File: config.mk
export PLATFORM = sky130hd
export DESIGN_NAME = operand_fetch
export DESIGN_NICKNAME = d
export VERILOG_FILES = /design/src/rtl/scp_pipe_pkg.sv /design/src/rtl/operand_fetch_scoreboard.sv /design/src/rtl/operand_fetch.sv
export SDC_FILE = /design/constraint.sdc
export NUM_CORES = 1
export LEC_CHECK = 0
export ABC_AREA = 1
export BUFFER_PORTS_ARGS = -buffer_cell sky130_fd_sc_hd__buf_4
export CAP_MARGIN = 0
export CORE_ASPECT_RATIO = 0.8
export CORE_MARGIN = 2
export CORE_UTILIZATION = 28
export CTS_BUF_LIST = sky130_fd_sc_hd__clkbuf_2
export CTS_CLUSTER_DIAMETER = 80
export DETAILED_ROUTE_END_ITERATION = 10
export PLACE_DENSITY_LB_ADDON = 0.12
export SYNTH_ARGS = -nofsm -noshare
export SYNTH_HDL_FRONTEND = slang
export SYNTH_SLANG_ARGS = --single-unit
File: constraint.sdc
create_clock -name clk -period 1.62 [get_ports clk]
set_input_delay 0.081 -clock clk [delete_from_list [all_inputs] [get_ports clk]]
set_output_delay 0.081 -clock clk [all_outputs]
set_load 0.1 [all_outputs]
File: src/rtl/scp_pipe_pkg.sv
// Shared pipeline types for the operand fetch slice.
// Register index type, default widths, register count, one-hot helper.
package scp_pipe_pkg;

  localparam int NUM_REGS   = 16;
  localparam int DATA_W_DEF = 16;
  localparam int OP_W_DEF   = 8;

  typedef logic [3:0] reg_idx_t;

  function automatic logic [NUM_REGS-1:0] reg_bit(
    input reg_idx_t idx
  );
    return NUM_REGS'(1) << idx;
  endfunction

endpackage

File: src/rtl/operand_fetch_scoreboard.sv
// Pending-write scoreboard: one bit per register marks an outstanding write.
// Ports: set_en/set_idx, clr_en/clr_idx, lookups rs0/rs1/rd -> busy_*.
module operand_fetch_scoreboard
  import scp_pipe_pkg::*;
(
  input  logic     clk,
  input  logic     rst,
  input  logic     set_en,
  input  reg_idx_t set_idx,
  input  logic     clr_en,
  input  reg_idx_t clr_idx,
  input  reg_idx_t rs0,
  input  reg_idx_t rs1,
  input  reg_idx_t rd,
  output logic     busy_rs0,
  output logic     busy_rs1,
  output logic     busy_rd
);

  logic [NUM_REGS-1:0] pending;
  logic [NUM_REGS-1:0] clr_mask;
  logic [NUM_REGS-1:0] set_mask;

  assign clr_mask = clr_en ? reg_bit(clr_idx) : '0;
  assign set_mask = set_en ? reg_bit(set_idx) : '0;

  // Clear applied first so a same-cycle set on the same index wins.
  always_ff @(posedge clk or posedge rst) begin
    if (rst) begin
      pending <= '0;
    end else begin
      pending <= (pending & ~clr_mask) | set_mask;
    end
  end

  assign busy_rs0 = pending[rs0];
  assign busy_rs1 = pending[rs1];
  assign busy_rd  = pending[rd];

endmodule

File: src/rtl/operand_fetch.sv
// Operand fetch stage: hazard check, operand read/bypass, output register.
// Ports: in_* decoded instr, rf_* regfile read, wb_* write snoop, out_*.
// Macro OPERAND_FETCH_BYPASS_EN enables write-back to operand bypass.
module operand_fetch
  import scp_pipe_pkg::*;
#(
  parameter int DATA_W = DATA_W_DEF,
  parameter int OP_W   = OP_W_DEF
) (
  input  logic              clk,
  input  logic              rst,
  input  logic              in_valid,
  output logic              in_ready,
  input  logic [3:0]        in_rs0,
  input  logic [3:0]        in_rs1,
  input  logic [3:0]        in_rd,
  input  logic              in_rd_we,
  input  logic [OP_W-1:0]   in_op,
  output logic [3:0]        rf_rd0_sel,
  output logic [3:0]        rf_rd1_sel,
  input  logic [DATA_W-1:0] rf_rd0_data,
  input  logic [DATA_W-1:0] rf_rd1_data,
  input  logic              wb_valid,
  input  logic [3:0]        wb_sel,
  input  logic [DATA_W-1:0] wb_data,
  output logic              out_valid,
  input  logic              out_ready,
  output logic [DATA_W-1:0] out_a,
  output logic [DATA_W-1:0] out_b,
  output logic [3:0]        out_rd,
  output logic              out_rd_we,
  output logic [OP_W-1:0]   out_op
);

  logic              busy0;
  logic              busy1;
  logic              busy_rd;
  logic              haz0;
  logic              haz1;
  logic              hazard;
  logic              accept;
  logic [DATA_W-1:0] opnd_a;
  logic [DATA_W-1:0] opnd_b;

  assign rf_rd0_sel = in_rs0;
  assign rf_rd1_sel = in_rs1;

`ifdef OPERAND_FETCH_BYPASS_EN
  logic byp0;
  logic byp1;

  assign byp0   = wb_valid && (wb_sel == in_rs0);
  assign byp1   = wb_valid && (wb_sel == in_rs1);
  assign opnd_a = byp0 ? wb_data : rf_rd0_data;
  assign opnd_b = byp1 ? wb_data : rf_rd1_data;
  assign haz0   = busy0 && !byp0;
  assign haz1   = busy1 && !byp1;
`else
  logic wb_data_unused;

  // Without bypass a source being written now waits for the rf update.
  assign wb_data_unused = ^wb_data;
  assign opnd_a = rf_rd0_data;
  assign opnd_b = rf_rd1_data;
  assign haz0   = busy0;
  assign haz1   = busy1;
`endif

  // A pending destination always stalls, even when retiring this cycle.
  assign hazard   = haz0 || haz1 || (in_rd_we && busy_rd);
  assign in_ready = !hazard && (!out_valid || out_ready);
  assign accept   = in_valid && in_ready;

  operand_fetch_scoreboard u_sb (
    .clk      (clk),
    .rst      (rst),
    .set_en   (accept && in_rd_we),
    .set_idx  (in_rd),
    .clr_en   (wb_valid),
    .clr_idx  (wb_sel),
    .rs0      (in_rs0),
    .rs1      (in_rs1),
    .rd       (in_rd),
    .busy_rs0 (busy0),
    .busy_rs1 (busy1),
    .busy_rd  (busy_rd)
  );

  always_ff @(posedge clk or posedge rst) begin
    if (rst) begin
      out_valid <= 1'b0;
      out_a     <= '0;
      out_b     <= '0;
      out_rd    <= '0;
      out_rd_we <= 1'b0;
      out_op    <= '0;
    end else if (accept) begin
      out_valid <= 1'b1;
      out_a     <= opnd_a;
      out_b     <= opnd_b;
      out_rd    <= in_rd;
      out_rd_we <= in_rd_we;
      out_op    <= in_op;
    end else if (out_valid && out_ready) begin
      out_valid <= 1'b0;
    end
  end

endmodule

Yosys cells after proc, flatten, opt, wreduce, memory -nomap -nowiden
Index checks and enable logic that the tools add are counted.
{"block": "word_totals", "register_bits": 62, "inputBits": 78, "output_inout_bits": 55}
{"block": "op_classes", "n_lt_le_gt_ge": 3, "shifts": 2, "muxes": 10, "bitwise": 3, "n_reduce_logical": 11}
{"operator": "16-bit 2-to-1 mux", "n": 2}
{"operator": "1-bit by 4-bit << shifter with 16-bit output (first input constant)", "n": 2}
{"operator": "16-bit AND", "n": 1}
{"operator": "16-bit inverter", "n": 1}
{"operator": "16-bit OR", "n": 1}
{"operator": "4-bit by 5-bit < comparator with 1-bit output (second input constant)", "n": 3}
{"operator": "1-bit binary-select mux with 4-bit select", "n": 3}
{"operator": "1-bit logical AND", "n": 5}
{"operator": "1-bit 2-to-1 mux", "n": 5}
{"operator": "1-bit logical OR", "n": 3}
{"operator": "1-bit logical NOT", "n": 2}
{"operator": "2-bit nonzero test", "n": 1}

Longest topological paths before layout
{"block": "logic_depth", "depth_word": 10, "ltp_mapped": 15}

Cells and area by module
A second synthesis with hierarchy kept.
{"block": "unflattened", "hier_cells": 414, "area_unflattened_um2": 3205.6}
{"module": "operand_fetch", "instances": 1, "cells_each": 213, "area_per_inst_um2": 1968.1}
{"module": "operand_fetch_scoreboard", "instances": 1, "cells_each": 201, "area_per_inst_um2": 1237.4}

Worst setup path before layout
No wires, ideal clock.
{"block": "synth_timing", "kind": "reg-to-output", "startpoint": "reg out_valid", "endpoint": "out in_ready", "t_arrival_ps": 1831, "required_ps": 1539, "slack_ps": -292, "path_stages_with_launch": 6, "path_buffers": 0, "path_cell_list": "dfrtp_1 nand2_1 nand2_1 nor2_2 nand2_2 inv_1"}
{"block": "synth_between", "elab_chain_cells": 3}
{"item": "from (decl)", "line_no": "operand_fetch.sv:26", "source": "output logic out_valid,"}
{"item": "from (signal assigned)", "line_no": "operand_fetch.sv:91", "source": "out_valid <= 1'b0;"}
{"item": "from (signal assigned)", "line_no": "operand_fetch.sv:98", "source": "out_valid <= 1'b1;"}
{"item": "from (signal assigned)", "line_no": "operand_fetch.sv:105", "source": "out_valid <= 1'b0;"}
{"item": "1-bit logical NOT", "line_no": "operand_fetch.sv:71", "source": "assign in_ready = !hazard && (!out_valid || out_ready);"}
{"item": "1-bit logical OR", "line_no": "operand_fetch.sv:71"}
{"item": "1-bit logical AND", "line_no": "operand_fetch.sv:71"}
{"item": "to (decl)", "line_no": "operand_fetch.sv:13", "source": "output logic in_ready,"}
Every way passes these cells.

Worst setup path after layout
{"block": "layout_timing", "startpoint": "reg u_sb.pending[13]", "endpoint": "reg u_sb.pending[15]"}
{"block": "layout_between", "elab_chain_cells": 10, "word_cells_on_any_way": 15, "cone_classes": "7 x mux; 1 x bitwise; 7 x reduce/logical"}
{"item": "from (decl)", "line_no": "operand_fetch_scoreboard.sv:20", "source": "logic [NUM_REGS-1:0] pending;"}
{"item": "from (signal assigned)", "line_no": "operand_fetch_scoreboard.sv:32", "source": "pending <= (pending & ~clr_mask) | set_mask;"}
{"item": "1-bit binary-select mux with 4-bit select, on equally long branches", "line_no": "operand_fetch_scoreboard.sv:36, operand_fetch_scoreboard.sv:37, operand_fetch_scoreboard.sv:38"}
{"item": "1-bit 2-to-1 mux, on equally long branches", "line_no": "operand_fetch_scoreboard.sv:36, operand_fetch_scoreboard.sv:37, operand_fetch_scoreboard.sv:38"}
{"item": "1-bit logical OR or 1-bit logical AND (tied branches)", "line_no": "operand_fetch.sv:70", "source": "assign hazard = haz0 || haz1 || (in_rd_we && busy_rd);"}
{"item": "1-bit logical OR (*)", "line_no": "operand_fetch.sv:70"}
{"item": "1-bit logical NOT (*)", "line_no": "operand_fetch.sv:71"}
{"item": "1-bit logical AND (*)", "line_no": "operand_fetch.sv:71"}
{"item": "1-bit logical AND (*)", "line_no": "operand_fetch.sv:72", "source": "assign accept = in_valid && in_ready;"}
{"item": "1-bit logical AND (*)", "line_no": "operand_fetch.sv:77", "source": ".set_en (accept && in_rd_we),"}
{"item": "16-bit 2-to-1 mux (*)", "line_no": "operand_fetch_scoreboard.sv:25", "source": "assign set_mask = set_en ? reg_bit(set_idx) : '0;"}
{"item": "16-bit OR (*)", "line_no": "operand_fetch_scoreboard.sv:32"}
Every way passes the cells marked *; elsewhere a longest branch is shown, timed or not. The select of a mux whose other input is x is not followed.
A chain may end at the register's enable or synchronous reset.

==> impl_metrics.ini <==
[drt]
drc = 0
avgRoutedWirePerCell_um = 14.6
first_pass_iters = 5
via_per_inst = 4.54
totalWireLength_um = 11200
detail-route-antenna-nets = 0
num_vias = 3485
drtIter0Drc = 218

[synth]
ys_seq_area_share_pct = 49.2
synthDistinctLibCells = 19
synth_area_sq_um = 3160
avgSynthCellArea_sq_um = 7.32
yosys.area.top_type = dfrtp_1
netlist_instances = 431
async_flop_share_pct = 100
yosys.area.top_type_share_pct = 49.2
synth_edf_count = 0
yosys_warnings = 0
yosys-top-cells-area = dfrtp_1 49%, nand2_1 23%, nand3_1 8.1%, o21ai_0 4.8%, inv_1 4.4%
synth-seq-cells = 62
synth_ff_type = dfrtp_1
synth_nets = 509

[worst_setup_path]
start_kind = flop
critPathMaxFanout = 7
crit_type = reg2reg
rrSetupSlack_ns = -0.41
crit_required_ns = 2.07
cp.arrival_ns = 2.49
cp-end-kind = flop

[clocking]
clk_pin_slew_ns = 0.20
cts.sinks = 62
clk_latency_ns = 0.51
cts.root.buffer_cell = clkbuf_2
clockBufferDepth = 2
cts_buffers = 9
cts_tree = done
cts_max_level = 3

[global_route]
grt_overflow_total = 0
first_global_vias = 3654
grt_usage_pct = 19.1
grt_pass1_wl_um = 17900
grt_max_degree = 63
antenna_found_initial = 0

[placement]
gp_congestion = 0.908
io_buffers = 116
placed_cell_area_sq_um = 4140
dpl.cell_count = 674
dp_hpwl_um = 6950
preCtsSetupSlack_ns = -0.0888

[sta]
skew_ns = 0.0280
rsz0062_at_grt = yes
period_minus_slack_ns = 2.03
fmax_mhz = 492
setup_viol = 62
drv_slew = 0
post-route-period-util_pct = 126
setup_ws_ns = -0.414
max_slew_margin_pct = 67.9
hold_violations = 0
tightest_slew_ns = 0.480

[power_and_ir_drop]
p_leak_nw = 2.80
p_int_mw = 3.25
switching_share_pct = 56.6
switchingPower_mw = 4.23
seqPwrFrac_pct = 29.3
ir_worst_vdd_uv = 795
p_per_area_nw_per_um2 = 1390
power_frac_comb_pct = 60.3
power_frac_clock_pct = 10.4

[worst_hold_path]
hold_path.class = in2reg

[floorplan]
rows = 34
core-area_sq_um = 10900
start_util_pct = 28.9
die_y_um = 99.0
die_x_um = 123
ios = 133
dieArea_sq_um = 12100

[final_layout]
final_common_cell = nand2_1
layout-drive-gt1-share_pct = 35.9
stdcell_area_sq_um = 5390
num_antenna_cells = 0
final_cell_mix = 183 x nand2_1, 124 x buf_4, 60 x dfrtp_1, 56 x dlygate4sd3_1, 36 x nand3_1
fin_cells = 768
layout.nets = 697
register_area_sq_um = 1550
multi_input_area_sq_um = 1460
fillCellCount = 1080
area_delta_synth_final_pct = 70.8

[run_status]
status = complete, but fails checks
violations = setup timing

[flow_run]
maxCapViolCount = 0
[critical path: stages (launching register included)]
cell	delay, ns
dfrtp_1	0.45
inv_1	0.09
nand2_1	0.06
o211ai_1	0.09
nand2_1	0.08
nor2_1	0.14
nor2_2	0.05
nor2_2	0.13
nand2_2	0.09
buf_4	0.14
nor2_4	0.14
buf_12	0.16
buf_12	0.11
buf_16	0.11
nand3_2	0.05
nand2_1	0.09
[power by group through the flow]
stage	clock network [mW]	registers [mW]	logic, mW
after CTS	0.826	2.17	4.41
after global routing	0.904	2.25	4.72
after detailed placement	0	2.20	4.05
final	0.781	2.19	4.51
after floorplan	0	4.55	0.739
after global placement	0	2.19	4.04
[layer usage]
layer / GRT usage, % / vias up / part of all wire (%)
met5: 0 / - / 0
met3: 4.86 / 15 / 7.5
li1: - / 1713 / -
met4: 4.77 / 0 / 1.2
met2: 30.5 / 139 / 46
met1: 25.9 / 1618 / 45
[Yosys cell counts (2+ instances only)]
library cell,number
nand2_1,196
dfrtp_1,62
nand3_1,51
inv_1,37
o21ai_0,30
nor2_1,14
buf_4,12
buf_2,7
inv_2,4
buf_6,3
clkbuf_1,3
nor2_2,3
a21oi_1,2
nand2_2,2
[cells by family after synthesis]
logic type,share of synthesized area [%]
buffers and inverters,10.3
DFF,49.2
AOI/OAI and AO/OA,5.59
and+or+nand+nor,35.0
[registers in the layout, summed over array words and instances (netlist names)]
signal / flops
out_b: 16
out_a: 16
out_rd_we: 1
out_rd: 4
u_sb.pending: 16
out_op: 8
out_valid: 1
[through the flow]
step / hold slack (ns) / util, % / power [mW] / TNS (ns)
floorplan: 0.191 / - / 5.29 / 0
global placement: 0.215 / 37.9 / 6.23 / -2.11
detailed placement: 0.210 / 37.9 / 6.25 / -2.93
CTS: 0.0194 / 47.2 / 7.41 / -13.44
global route: 0.0200 / 49.3 / 7.87 / -25.54
finish: 0.0822 / 49.3 / 7.48 / -18.57
[cell type report]
| class | count | share of cell area (%) |
|---|---|---|
| clock buffers | 10 | 0.929 |
| well taps | 144 | 3.34 |
| multi-input cells | 303 | 27.1 |
| clock inverters | 6 | 0.534 |
| inverters | 41 | 3.00 |
| repair buffers | 202 | 36.2 |
| flip-flops and latches | 62 | 28.8 |
[path summary, 6_finish.rpt]
kind	startpoint	depth (start not counted)	to
max in group asynchronous	rst	4	u_sb.pending[10]$_DFF_PP0_
hold reg to reg	out_a[11]$_DFFE_PP0P_	2	out_a[11]$_DFFE_PP0P_
hold / removal	in_rd[2]	6	u_sb.pending[8]$_DFF_PP0_
min in group asynchronous	rst	4	u_sb.pending[13]$_DFF_PP0_
setup / recovery	u_sb.pending[13]$_DFF_PP0_	15	u_sb.pending[15]$_DFF_PP0_
setup reg to reg	u_sb.pending[13]$_DFF_PP0_	15	u_sb.pending[15]$_DFF_PP0_
[what timing repair did]
item	CTS	global route
pin swaps	7	18
buffers inserted	9	7
hold buffers	55	1
cloned	7	2
resized for setup	44	49
hold endpoints to repair	123	1
endpoints found under the setup margin	62	63
(Power assumes the default switching activity.)
